--- config.mk ---
export PLATFORM = sky130hd
export DESIGN_NAME = id_branch_hazard_unit
export DESIGN_NICKNAME = d
export VERILOG_FILES = /design/src/rtl/id_branch_hazard_unit.sv
export SDC_FILE = /design/constraint.sdc
export NUM_CORES = 1
export LEC_CHECK = 0
export CORE_ASPECT_RATIO = 0.9
export CORE_UTILIZATION = 44
export DETAILED_ROUTE_END_ITERATION = 8
export GPL_ROUTABILITY_DRIVEN = 0
export PLACE_DENSITY = 0.81
export SYNTH_ARGS = -nofsm -noshare
export SYNTH_HDL_FRONTEND = slang
export SYNTH_SLANG_ARGS = --single-unit
export TNS_END_PERCENT = 5
--- constraint.sdc ---
create_clock -name clk -period 4.6 [get_ports clk]
set_clock_uncertainty 0.05 [all_clocks]
set_input_delay 0.69 -clock clk [delete_from_list [all_inputs] [get_ports clk]]
set_output_delay 0.69 -clock clk [all_outputs]
set_load 0.01 [all_outputs]
--- src/rtl/id_branch_hazard_unit.sv ---
`default_nettype none
// +----------------------------------------------------------------------------+
// | id_branch_hazard_unit: IF/ID register, ID-stage BEQ/BNE/J resolution,     |
// | load-use / branch-operand hazard detection and saturating perf counters.   |
// | Revision: 1.0                                                              |
// +----------------------------------------------------------------------------+
module id_branch_hazard_unit #(
  parameter int DELAY_SLOT = 0,
  parameter int CNT_W      = 32
) (
  input  logic             clk,
  input  logic             rst,
  input  logic [31:0]      if_pcp4,
  input  logic [31:0]      if_instr,
  input  logic [31:0]      rs_val,
  input  logic [31:0]      rt_val,
  input  logic             ex_mem_read,
  input  logic             ex_reg_write,
  input  logic [4:0]       ex_dest,
  input  logic             mem_mem_read,
  input  logic [4:0]       mem_dest,
  output logic [31:0]      id_instr,
  output logic [31:0]      id_pcp4,
  output logic             id_valid,
  output logic             br_taken,
  output logic [31:0]      br_addr,
  output logic             freeze,
  output logic             id_bubble,
  output logic [CNT_W-1:0] br_cnt,
  output logic [CNT_W-1:0] stall_cnt
);

  localparam logic [5:0]       c_OP_RTYPE = 6'h00;
  localparam logic [5:0]       c_OP_J     = 6'h02;
  localparam logic [5:0]       c_OP_BEQ   = 6'h04;
  localparam logic [5:0]       c_OP_BNE   = 6'h05;
  localparam logic [5:0]       c_OP_SW    = 6'h2B;
  localparam logic             c_FLUSH    = (DELAY_SLOT == 0);
  localparam logic [CNT_W-1:0] c_CNT_ONE  = {{(CNT_W-1){1'b0}}, 1'b1};

  logic [31:0]      r_instr;
  logic [31:0]      r_pcp4;
  logic             r_valid;
  logic [CNT_W-1:0] r_br_cnt;
  logic [CNT_W-1:0] r_stall_cnt;

  logic [5:0]  w_op;
  logic [4:0]  w_rs;
  logic [4:0]  w_rt;
  logic [15:0] w_imm;
  logic [25:0] w_tgt;
  logic        w_uses_rs;
  logic        w_uses_rt;
  logic        w_is_br;
  logic        w_ex_rs;
  logic        w_ex_rt;
  logic        w_mem_rs;
  logic        w_mem_rt;
  logic        w_load_use;
  logic        w_br_on_alu;
  logic        w_br_on_load;
  logic        w_freeze;
  logic        w_cond;
  logic        w_taken;
  logic [31:0] w_br_off;
  logic [31:0] w_br_addr;

  assign w_op  = r_instr[31:26];
  assign w_rs  = r_instr[25:21];
  assign w_rt  = r_instr[20:16];
  assign w_imm = r_instr[15:0];
  assign w_tgt = r_instr[25:0];

  assign w_uses_rs = (w_op != c_OP_J);
  assign w_uses_rt = (w_op == c_OP_RTYPE) || (w_op == c_OP_BEQ) ||
                     (w_op == c_OP_BNE)   || (w_op == c_OP_SW);
  assign w_is_br   = (w_op == c_OP_BEQ) || (w_op == c_OP_BNE);

  // $0 is hardwired, so a match on register 0 is never a real dependency
  assign w_ex_rs  = (w_rs != 5'd0) && (w_rs == ex_dest);
  assign w_ex_rt  = (w_rt != 5'd0) && (w_rt == ex_dest);
  assign w_mem_rs = (w_rs != 5'd0) && (w_rs == mem_dest);
  assign w_mem_rt = (w_rt != 5'd0) && (w_rt == mem_dest);

  assign w_load_use   = ex_mem_read && ((w_uses_rs && w_ex_rs) || (w_uses_rt && w_ex_rt));
  assign w_br_on_alu  = w_is_br && ex_reg_write && (w_ex_rs || w_ex_rt);
  assign w_br_on_load = w_is_br && mem_mem_read && (w_mem_rs || w_mem_rt);
  assign w_freeze     = r_valid && (w_load_use || w_br_on_alu || w_br_on_load);

  assign w_cond  = ((w_op == c_OP_BEQ) && (rs_val == rt_val)) ||
                   ((w_op == c_OP_BNE) && (rs_val != rt_val)) ||
                   (w_op == c_OP_J);
  assign w_taken = r_valid && w_cond && !w_freeze;

  assign w_br_off = {{14{w_imm[15]}}, w_imm, 2'b00};

  always_comb begin
    w_br_addr = 32'd0;
    if (w_is_br) begin
      w_br_addr = r_pcp4 + w_br_off;
    end else if (w_op == c_OP_J) begin
      w_br_addr = {r_pcp4[31:28], w_tgt, 2'b00};
    end
  end

  always_ff @(posedge clk or negedge rst) begin
    if (!rst) begin
      r_instr <= 32'd0;
      r_pcp4  <= 32'd0;
      r_valid <= 1'b0;
    end else if (w_freeze) begin
      r_instr <= r_instr;
      r_pcp4  <= r_pcp4;
      r_valid <= r_valid;
    end else if (w_taken && c_FLUSH) begin
      r_instr <= 32'd0;
      r_pcp4  <= if_pcp4;
      r_valid <= 1'b0;
    end else begin
      r_instr <= if_instr;
      r_pcp4  <= if_pcp4;
      r_valid <= 1'b1;
    end
  end

  always_ff @(posedge clk or negedge rst) begin
    if (!rst) begin
      r_br_cnt    <= '0;
      r_stall_cnt <= '0;
    end else begin
      if (w_taken && !(&r_br_cnt)) begin
        r_br_cnt <= r_br_cnt + c_CNT_ONE;
      end
      if (w_freeze && !(&r_stall_cnt)) begin
        r_stall_cnt <= r_stall_cnt + c_CNT_ONE;
      end
    end
  end

  assign id_instr  = r_instr;
  assign id_pcp4   = r_pcp4;
  assign id_valid  = r_valid;
  assign br_taken  = w_taken;
  assign br_addr   = w_br_addr;
  assign freeze    = w_freeze;
  assign id_bubble = w_freeze;
  assign br_cnt    = r_br_cnt;
  assign stall_cnt = r_stall_cnt;

endmodule
`default_nettype wire

; After elaboration in Yosys (flattened, before gate mapping)
; Cells that the tools add are included.
[op_classes]
n_bitwise = 0
n_reduce_logical = 37
n_lt_le_gt_ge = 0
shifts = 0
n_mux = 4
multipliers = 0
n_addsub = 3
eq_ne = 11
div = 0
[ops]
columns = operator, count
row1 = $mux 32, 3
row2 = $add 32x1->32 const B, 2
row3 = $reduce_and 32->1, 2
row4 = $add 32x32->32, 1
row5 = $eq 32x32->1, 1
row6 = $ne 32x32->1, 1
row7 = $eq 5x5->1, 4
row8 = $logic_and 1x1->1, 18
row9 = $eq 6x3->1 const B, 2
row10 = $logic_or 1x1->1, 11
row11 = $reduce_bool 5->1, 2
row12 = $eq 6x2->1 const B, 1
row13 = $eq 6x6->1 const B, 1
row14 = $logic_not 6->1, 1
row15 = $ne 6x2->1 const B, 1
row16 = $logic_not 1->1, 3
row17 = $mux 1, 1
[word_totals]
wordCells = 60
latchBits = 0
mem_bits_ro = 0
regBits = 129
out_inout_bits = 164
in_bits = 143
mem_bits_rw = 0
memories = 0

; Logic depth before layout (Yosys ltp)
; Gate-level depths: netlist of the first run.
[depth]
ltp_word = 13
ltp_mapped = 11
ltp_nobuf = 11

; Worst setup path after synthesis of the first run
; No wires, ideal clock.
[synth_timing]
kind = register to output
from = register r_instr[15] (netlist: id_instr[15])
to = output port br_addr[31]
arrival_time_ns = 2.939
setup_slack_ns = 0.921
required_time_ns = 3.860
stages_incl_launch_ff = 11
path_buffers = 0
path_cell_list = dfrtp_1 -> ha_1 -> a21o_1 -> a211oi_1 -> o2111ai_1 -> o21a_1 -> and3_1 -> a311oi_1 -> o221ai_1 -> mux2_1 -> nand2_1
[synth_between]
elab_chain_len = 2
[synth_rtl]
columns = item, line_no
row1 = "start, declared", 41  ; logic [31:0] r_instr;
row2 = "start signal, assigned", 112  ; r_instr <= r_instr;
row3 = "start signal, assigned", 120  ; r_instr <= if_instr;
row4 = $add 32x32->32, 100  ; w_br_addr = r_pcp4 + w_br_off;
row5 = $mux 32, 99  ; if (w_is_br) begin
row6 = "end, declared", 26  ; output logic [31:0] br_addr,
; No other way between the ends.

; Worst setup path after layout of the first run
[layout_timing]
from = register r_instr[15] (netlist: id_instr[15])
to = output port br_addr[30]
; The elaborated chain is that of the path after synthesis.

==> reports/metrics.yaml, run 1 <==
portBuffers: 306
hold_class: "primary input to asynchronous set/reset pin"
slew_headroom: 0.5692
grt_max_degree: 71
start_util: 0.4529
synthFlopType: "dfrtp_1"
drtIter0Drc: 326
rsz0062_at_grt: "true"
setup-violations-final: 0
critPathCaptureType: "output port"
dr.pass1.iters: 4
min_period_over_period: 0.9756
ant_nets: 0
post-route-util: 0.6943
grt_overflow_total: 0
drive_gt1_frac: 0.1050
first_global_vias: 7256
cp_top_family: "compound AO/OA/AOI/OAI gates"
layout_min_cycle_time_ps: 4488
worstPathCellList: "buf_4, ha_1, a21o_1, a21o_1, a21oi_1, o21a_1, o21ai_0, nor4_2, nor2_1, xor2_1, a22o_1, clkdlybuf4s50_1"
cts-hold-fix-buffers: 0
async_reset_ff_frac: 1.000
power.density_nw_per_um2: 301.7
placementRows: 45
tightest_slew_ps: 646.2
synth_simple_gate_area_frac: 0.1482
cp.required_ps: 3860
outcome: "finished, final reports clean"
cp_slowest_stage_delay_ps: 510
synth_adder_area_share: 0.05297
final_hold_viol_count: 0
cts_tree: "built"
antenna_found_initial: 0
tns_ps: 0
cp_slowest_cell: "clkdlybuf4s50_1"
synthDistinctLibCells: 59
synth_compound_area_frac: 0.1478
yosysWarnings: 0
vdd_ir_drop_max_v: 0.0002508
numCtsBuffers: 17
clock_path_buffers: 2
vias: 7113
drv_slew: 0
worstSetupPathType: "flip-flop to output port"
drt_wl_total_um: 24920
root_buffer: "clkbuf_16"
die_h_um: 127.5
drv_cap: 0
synth-xor-area-share: 0.1592
fin_nets: 1219
arrival_ps: 3750
viasPerCell: 5.505
avgRoutedWirePerCell_um: 19.29
grt_pass1_wl_um: 38560
grt_use_total: 0.2774
crit_top_cell: "a21o_1"
clk_latency_ps: 430
die_area_um2: 18040
synth_edf_count: 0
die_w_um: 141.5
synth_top_family_by_area: "XOR/XNOR gates"
synthesis.nets: 904
ys_ff_latch: 129
hpwl_um: 18530
syn_inst: 729
critPathMaxFanout: 12
drc: 0
core_area_um2: 17000
p_leak_uw: 0.005056
cts_sinks: 129
syn_to_final_growth_pct: 53.31
start_kind: "flip-flop"
io_pins: 307
n_antenna_cell: 0
max_freq_ghz: 0.2228
cp.buffers_inverters: 2
synth.yosys.seq_area_share: 0.4192
avgSynthCellArea_um2: 10.56
muxShareOfSynthArea: 0.05248
htreeDepth: 4
syn_area_um2: 7701
clk_pin_slew_ps: 60
what timing repair did:
action,4_1_cts,5_1_grt
endpoints found under the setup margin,7,6
pin swaps,2,2
gates resized for setup,11,10
setup buffers,0,0
synth_stat cells, types with 3 or more instances:
cell	n	area, µm²
nor2b_1	3	18.77
xor2_1	63	551.8
nand2b_1	6	37.54
a31oi_1	5	31.28
o21bai_1	6	45.04
mux2_2	34	382.9
nor2_1	21	78.83
a21o_1	19	142.6
a21oi_1	22	110.1
clkbuf_1	17	63.81
nand4_1	32	200.2
and3_1	22	137.6
a22o_1	60	525.5
xnor2_1	77	674.4
nor3_1	11	55.05
and2_1	13	81.33
ha_1	31	387.9
inv_1	11	41.29
and4_1	6	52.55
o21ai_0	11	55.05
nand3_1	27	135.1
buf_2	7	35.03
nand2_1	37	138.9
nor4_1	13	81.33
or4_1	3	22.52
dfrtp_1	129	3228
o21a_1	4	30.03
worst paths after layout:
| kind | startpoint | end | slack (ps) | cells after the start |
|---|---|---|---|---|
| max in group asynchronous | rst | id_instr[15]$_DFFE_PN0N_ | 3380 | 2 |
| min | rst | stall_cnt[6]$_DFFE_PN0P_ | 210 | 1 |
| max | id_instr[15]$_DFFE_PN0N_ | br_addr[30] | 110 | 12 |
| min in group clk | br_cnt[11]$_DFFE_PN0P_ | br_cnt[11]$_DFFE_PN0P_ | 440 | 1 |
| min reg2reg | br_cnt[11]$_DFFE_PN0P_ | br_cnt[11]$_DFFE_PN0P_ | 440 | 1 |
| max reg2reg | id_instr[17]$_DFFE_PN0N_ | stall_cnt[6]$_DFFE_PN0P_ | 1200 | 11 |
power by group:
group | switching (µW) | internal, µW | leakage [µW]
combinational | 382 | 480 | 0.00313
sequential | 88.8 | 1200 | 0.00164
clock | 579 | 832 | 0.000289
total | 1050 | 2510 | 0.00506
registers in the layout, indices dropped and copies added (netlist names):
name and count:
br_cnt 32, id_valid 1, stall_cnt 32, id_instr 32, id_pcp4 32
kinds of logic after synthesis:
group,Yosys count
buffers and inverters,38
adders and majority gates,32
muxes,36
AOI/OAI and AO/OA,149
DFF,129
and+or+nand+nor,205
xor gates and xnor gates,140
cell type report:
cell class | count | area (µm²)
Multi-Input combinational cell | 562 | 4431
Sequential cell | 129 | 3229
Clock inverter | 14 | 166.4
Tap cell | 235 | 294.0
Fill cell | 1334 | 5197
Clock buffer | 18 | 439.2
Timing Repair Buffer | 323 | 3206
Inverter | 11 | 41.29
per-layer routing:
| metal | vias up | share of wire | track usage |
|---|---|---|---|
| met5 | - | 0 | 0 |
| met1 | 3486 | 0.40 | 0.3234 |
| met2 | 256 | 0.48 | 0.4607 |
| met4 | 0 | 0.030 | 0.1170 |
| met3 | 43 | 0.092 | 0.1027 |
| li1 | 3328 | - | - |
cells in the final DEF, fill, tap and decap left out, types with 3 or more instances in the layout:
| cell type | instances |
|---|---|
| a21o_1 | 19 |
| xor2_1 | 63 |
| o21bai_1 | 6 |
| nor2_1 | 21 |
| ha_1 | 25 |
| ha_2 | 3 |
| a21oi_1 | 20 |
| nand2b_1 | 6 |
| and3_1 | 22 |
| inv_6 | 7 |
| nor2b_1 | 3 |
| dfrtp_1 | 128 |
| clkinvlp_4 | 3 |
| clkdlybuf4s50_1 | 303 |
| a22o_1 | 60 |
| nor4_1 | 12 |
| inv_1 | 11 |
| xnor2_1 | 77 |
| nor3_1 | 11 |
| a31oi_1 | 5 |
| and2_1 | 13 |
| buf_4 | 16 |
| nand2_1 | 37 |
| ha_4 | 3 |
| clkbuf_16 | 17 |
| or4_1 | 3 |
| o21a_1 | 4 |
| o21ai_0 | 9 |
| nand4_1 | 32 |
| and4_1 | 6 |
| mux2_2 | 34 |
| nand3_1 | 27 |
per-stage QoR:
step | area, µm² | power [µW] | worst slack [ps] | hold WS (ps) | cells
floorplan | 7701 | 1714 | 921.0 | 344.4 | 729
CTS | 11770 | 3575 | 0.6861 | 238.2 | 1292
global route | 11810 | 3724 | -45.97 | 252.0 | 1292
global placement | 11110 | 2127 | 275.7 | 422.7 | 1260
detailed placement | 11110 | 2141 | 209.0 | 429.6 | 1260
finish | 11810 | 3562 | 112.5 | 210.1 | 1292
Power figures use the tool's default switching activity.
==> run 2, diff against run 1 <==
--- a/config.mk
+++ b/config.mk
@@ -5,11 +5,11 @@
 export SDC_FILE = /design/constraint.sdc
 export NUM_CORES = 1
 export LEC_CHECK = 0
+export CAP_MARGIN = 20
 export CORE_ASPECT_RATIO = 0.9
-export CORE_UTILIZATION = 44
+export CORE_UTILIZATION = 30
 export DETAILED_ROUTE_END_ITERATION = 8
 export GPL_ROUTABILITY_DRIVEN = 0
-export PLACE_DENSITY = 0.81
 export SYNTH_ARGS = -nofsm -noshare
 export SYNTH_HDL_FRONTEND = slang
 export SYNTH_SLANG_ARGS = --single-unit
==> run 2 against run 1 <==
Non-clock buffer count increased by 5. Die area increased by 46%. Combinational power increased by 0.6%.
==> reports/metrics.yaml, run 2 (synthesized netlist as in run 1, its figures left out) <==
layout_min_cycle_time_ps: 4443  # was 4488 ps
layout_commonest_cell: "clkdlybuf4s50_1"  # unchanged
core_area_um2: 25190  # was 17000 µm²
outcome: "finished, final reports clean"  # unchanged
postLayoutCellArea_um2: 11970  # was 11810 µm²
layout_common_cells: "clkdlybuf4s50_1 (304), dfrtp_1 (129), xnor2_1 (77)"  # was clkdlybuf4s50_1 (303), dfrtp_1 (128), xnor2_1 (77)
first_global_vias: 6863  # was 7256
hpwl_um: 20270  # was 18530 µm
die_w_um: 170.9  # was 141.5 µm
fin_nets: 1224  # was 1219
min_period_over_period: 0.9659  # was 0.9756
avgRoutedWirePerCell_um: 18.99  # was 19.29 µm
clk_latency_ps: 420  # was 430 ps
grt_max_degree: 73  # was 71
critPathCaptureType: "output port"  # unchanged
dr.pass1.iters: 4  # unchanged
tightest_slew_ps: 879.6  # was 646.2 ps
placementRows: 55  # was 45
numCtsBuffers: 17  # unchanged
worstPathCellList: "ha_1, nand4_1, or4_1, a21oi_2, o21a_1, and3_1, a311oi_2, buf_4, o21ai_1, xnor2_1, a22o_1, clkdlybuf4s50_1"  # was buf_4, ha_1, a21o_1, a21o_1, a21oi_1, o21a_1, o21ai_0, nor4_2, nor2_1, xor2_1, a22o_1, clkdlybuf4s50_1
htreeDepth: 4  # unchanged
cp_slowest_cell: "clkdlybuf4s50_1"  # unchanged
start_kind: "flip-flop"  # unchanged
dpl_cell_area_um2: 11280  # was 11110 µm²
worstSetupPathType: "flip-flop to output port"  # unchanged
grt_use_total: 0.2011  # was 0.2774
cp.required_ps: 3860  # about the same
hold_class: "primary input to asynchronous set/reset pin"  # unchanged
p_leak_uw: 0.005072  # was 0.005056 µW
r2r_slack_ps: 1200  # about the same
grt_overflow_total: 0  # unchanged
tns_ps: 0  # unchanged
clock_path_buffers: 2  # unchanged
setup-violations-final: 0  # unchanged
total_power_uw: 3494  # was 3562 µW
cp-startpoint: "id_instr[12]$_DFFE_PN0N_"  # was id_instr[15]$_DFFE_PN0N_
start_util: 0.3058  # was 0.4529
cp_slowest_stage_delay_ps: 540  # was 510 ps
ant_nets: 0  # unchanged
reg2reg_from: "id_instr[22]$_DFFE_PN0N_"  # was id_instr[17]$_DFFE_PN0N_
syn_to_final_growth_pct: 55.42  # was 53.31%
portBuffers: 306  # unchanged
root_buffer: "clkbuf_16"  # unchanged
final_hold_viol_count: 0  # unchanged
drv_cap: 0  # unchanged
r2r_cells: 9  # was 11
worstReg2RegEnd: "id_instr[5]$_DFFE_PN0N_"  # was stall_cnt[6]$_DFFE_PN0P_
drtIter0Drc: 323  # was 326
antenna_found_initial: 3  # was 0
cts_sinks: 129  # unchanged
vdd_ir_drop_max_v: 0.0002328  # was 0.0002508 V
die_area_um2: 26320  # was 18040 µm²
io_pins: 307  # unchanged
critPathMaxFanout: 6  # was 12
drive_gt1_frac: 0.1083  # was 0.1050
power.density_nw_per_um2: 291.9  # was 301.7 nW/µm²
drv_slew: 0  # unchanged
max_freq_ghz: 0.2251  # was 0.2228 GHz
slew_headroom: 0.4136  # was 0.5692
arrival_ps: 3700  # was 3750 ps
viasPerCell: 4.925  # was 5.505
drc: 0  # unchanged
drt_wl_total_um: 26720  # was 24920 µm
rsz0062_at_grt: "true"  # unchanged
whs_ps: 226.7  # was 210.1 ps
grt_pass1_wl_um: 40210  # was 38560 µm
vias: 6929  # was 7113
cts_tree: "built"  # unchanged
die_h_um: 154.0  # was 127.5 µm
clk_pin_slew_ps: 70  # was 60 ps
run 2: report_power, final:
group | leakage (µW) | switching, µW | internal [µW] | total (µW)
clock | 0.000283 | 605 | 733 | 1340
sequential | 0.00164 | 89.1 | 1200 | 1290
combinational | 0.00315 | 383 | 484 | 867
total | 0.00507 | 1080 | 2420 | 3490
run 2: critical path, delay by kind of cell, from the launching register on:
family                     cells  cell delay, ps
AOI/OAI and AO/OA              5             730
and+or+nand+nor                3             900
DFF                            1             420
xor gates and xnor gates       1             130
buffers and inverters          2             710
adders and majority gates      1             380
run 2: metrics by stage:
| step | setup slack, ps | util | instances |
|---|---|---|---|
| after CTS | -7.085 | 0.4733 | 1404 |
| after global placement | 319.6 | 0.4477 | 1371 |
| final | 156.9 | 0.4752 | 1407 |
| after global routing | -80.77 | 0.4750 | 1405 |
| after detailed placement | 297.2 | 0.4477 | 1371 |
| after floorplan | 921.0 | - | 729 |
run 2: area by class of cell:
class                      count  area [µm²]
clock inverter                14       138.9
fill                        2389       13220
timing repair buffer         328        3244
inverter                      11       41.29
multi-input combinational    562        4442
sequential                   129        3228
tap                          342       427.9
antenna                        3       7.507
clock buffer                  18       439.2
run 2: worst max path at each step:
stage	to	slack, ps	cells after the start
finish	br_addr[29]	160	12
global route	br_addr[29]	-80	12
CTS	br_addr[30]	-7	12
detailed placement	br_addr[26]	300	13
global placement	br_addr[31]	320	11
floorplan	br_addr[31]	920	10
run 2: what timing repair did:
item | CTS | global route
pin swaps | 1 | 1
setup buffers | 1 | 0
hold buffers | 0 | 0
cloned | 0 | 0
resized for setup | 9 | 10
setup endpoints to repair | 7 | 8
run 2: layer usage:
metal | vias to the layer above | share of wire | wire length (µm) | track usage
met3 | 24 | 0.089 | 2385 | 0.06589
met5 | - | 0 | 0 | 0
met4 | 0 | 0.026 | 701 | 0.06930
met1 | 3327 | 0.43 | 11570 | 0.2498
li1 | 3329 | - | - | -
met2 | 249 | 0.45 | 12060 | 0.3256
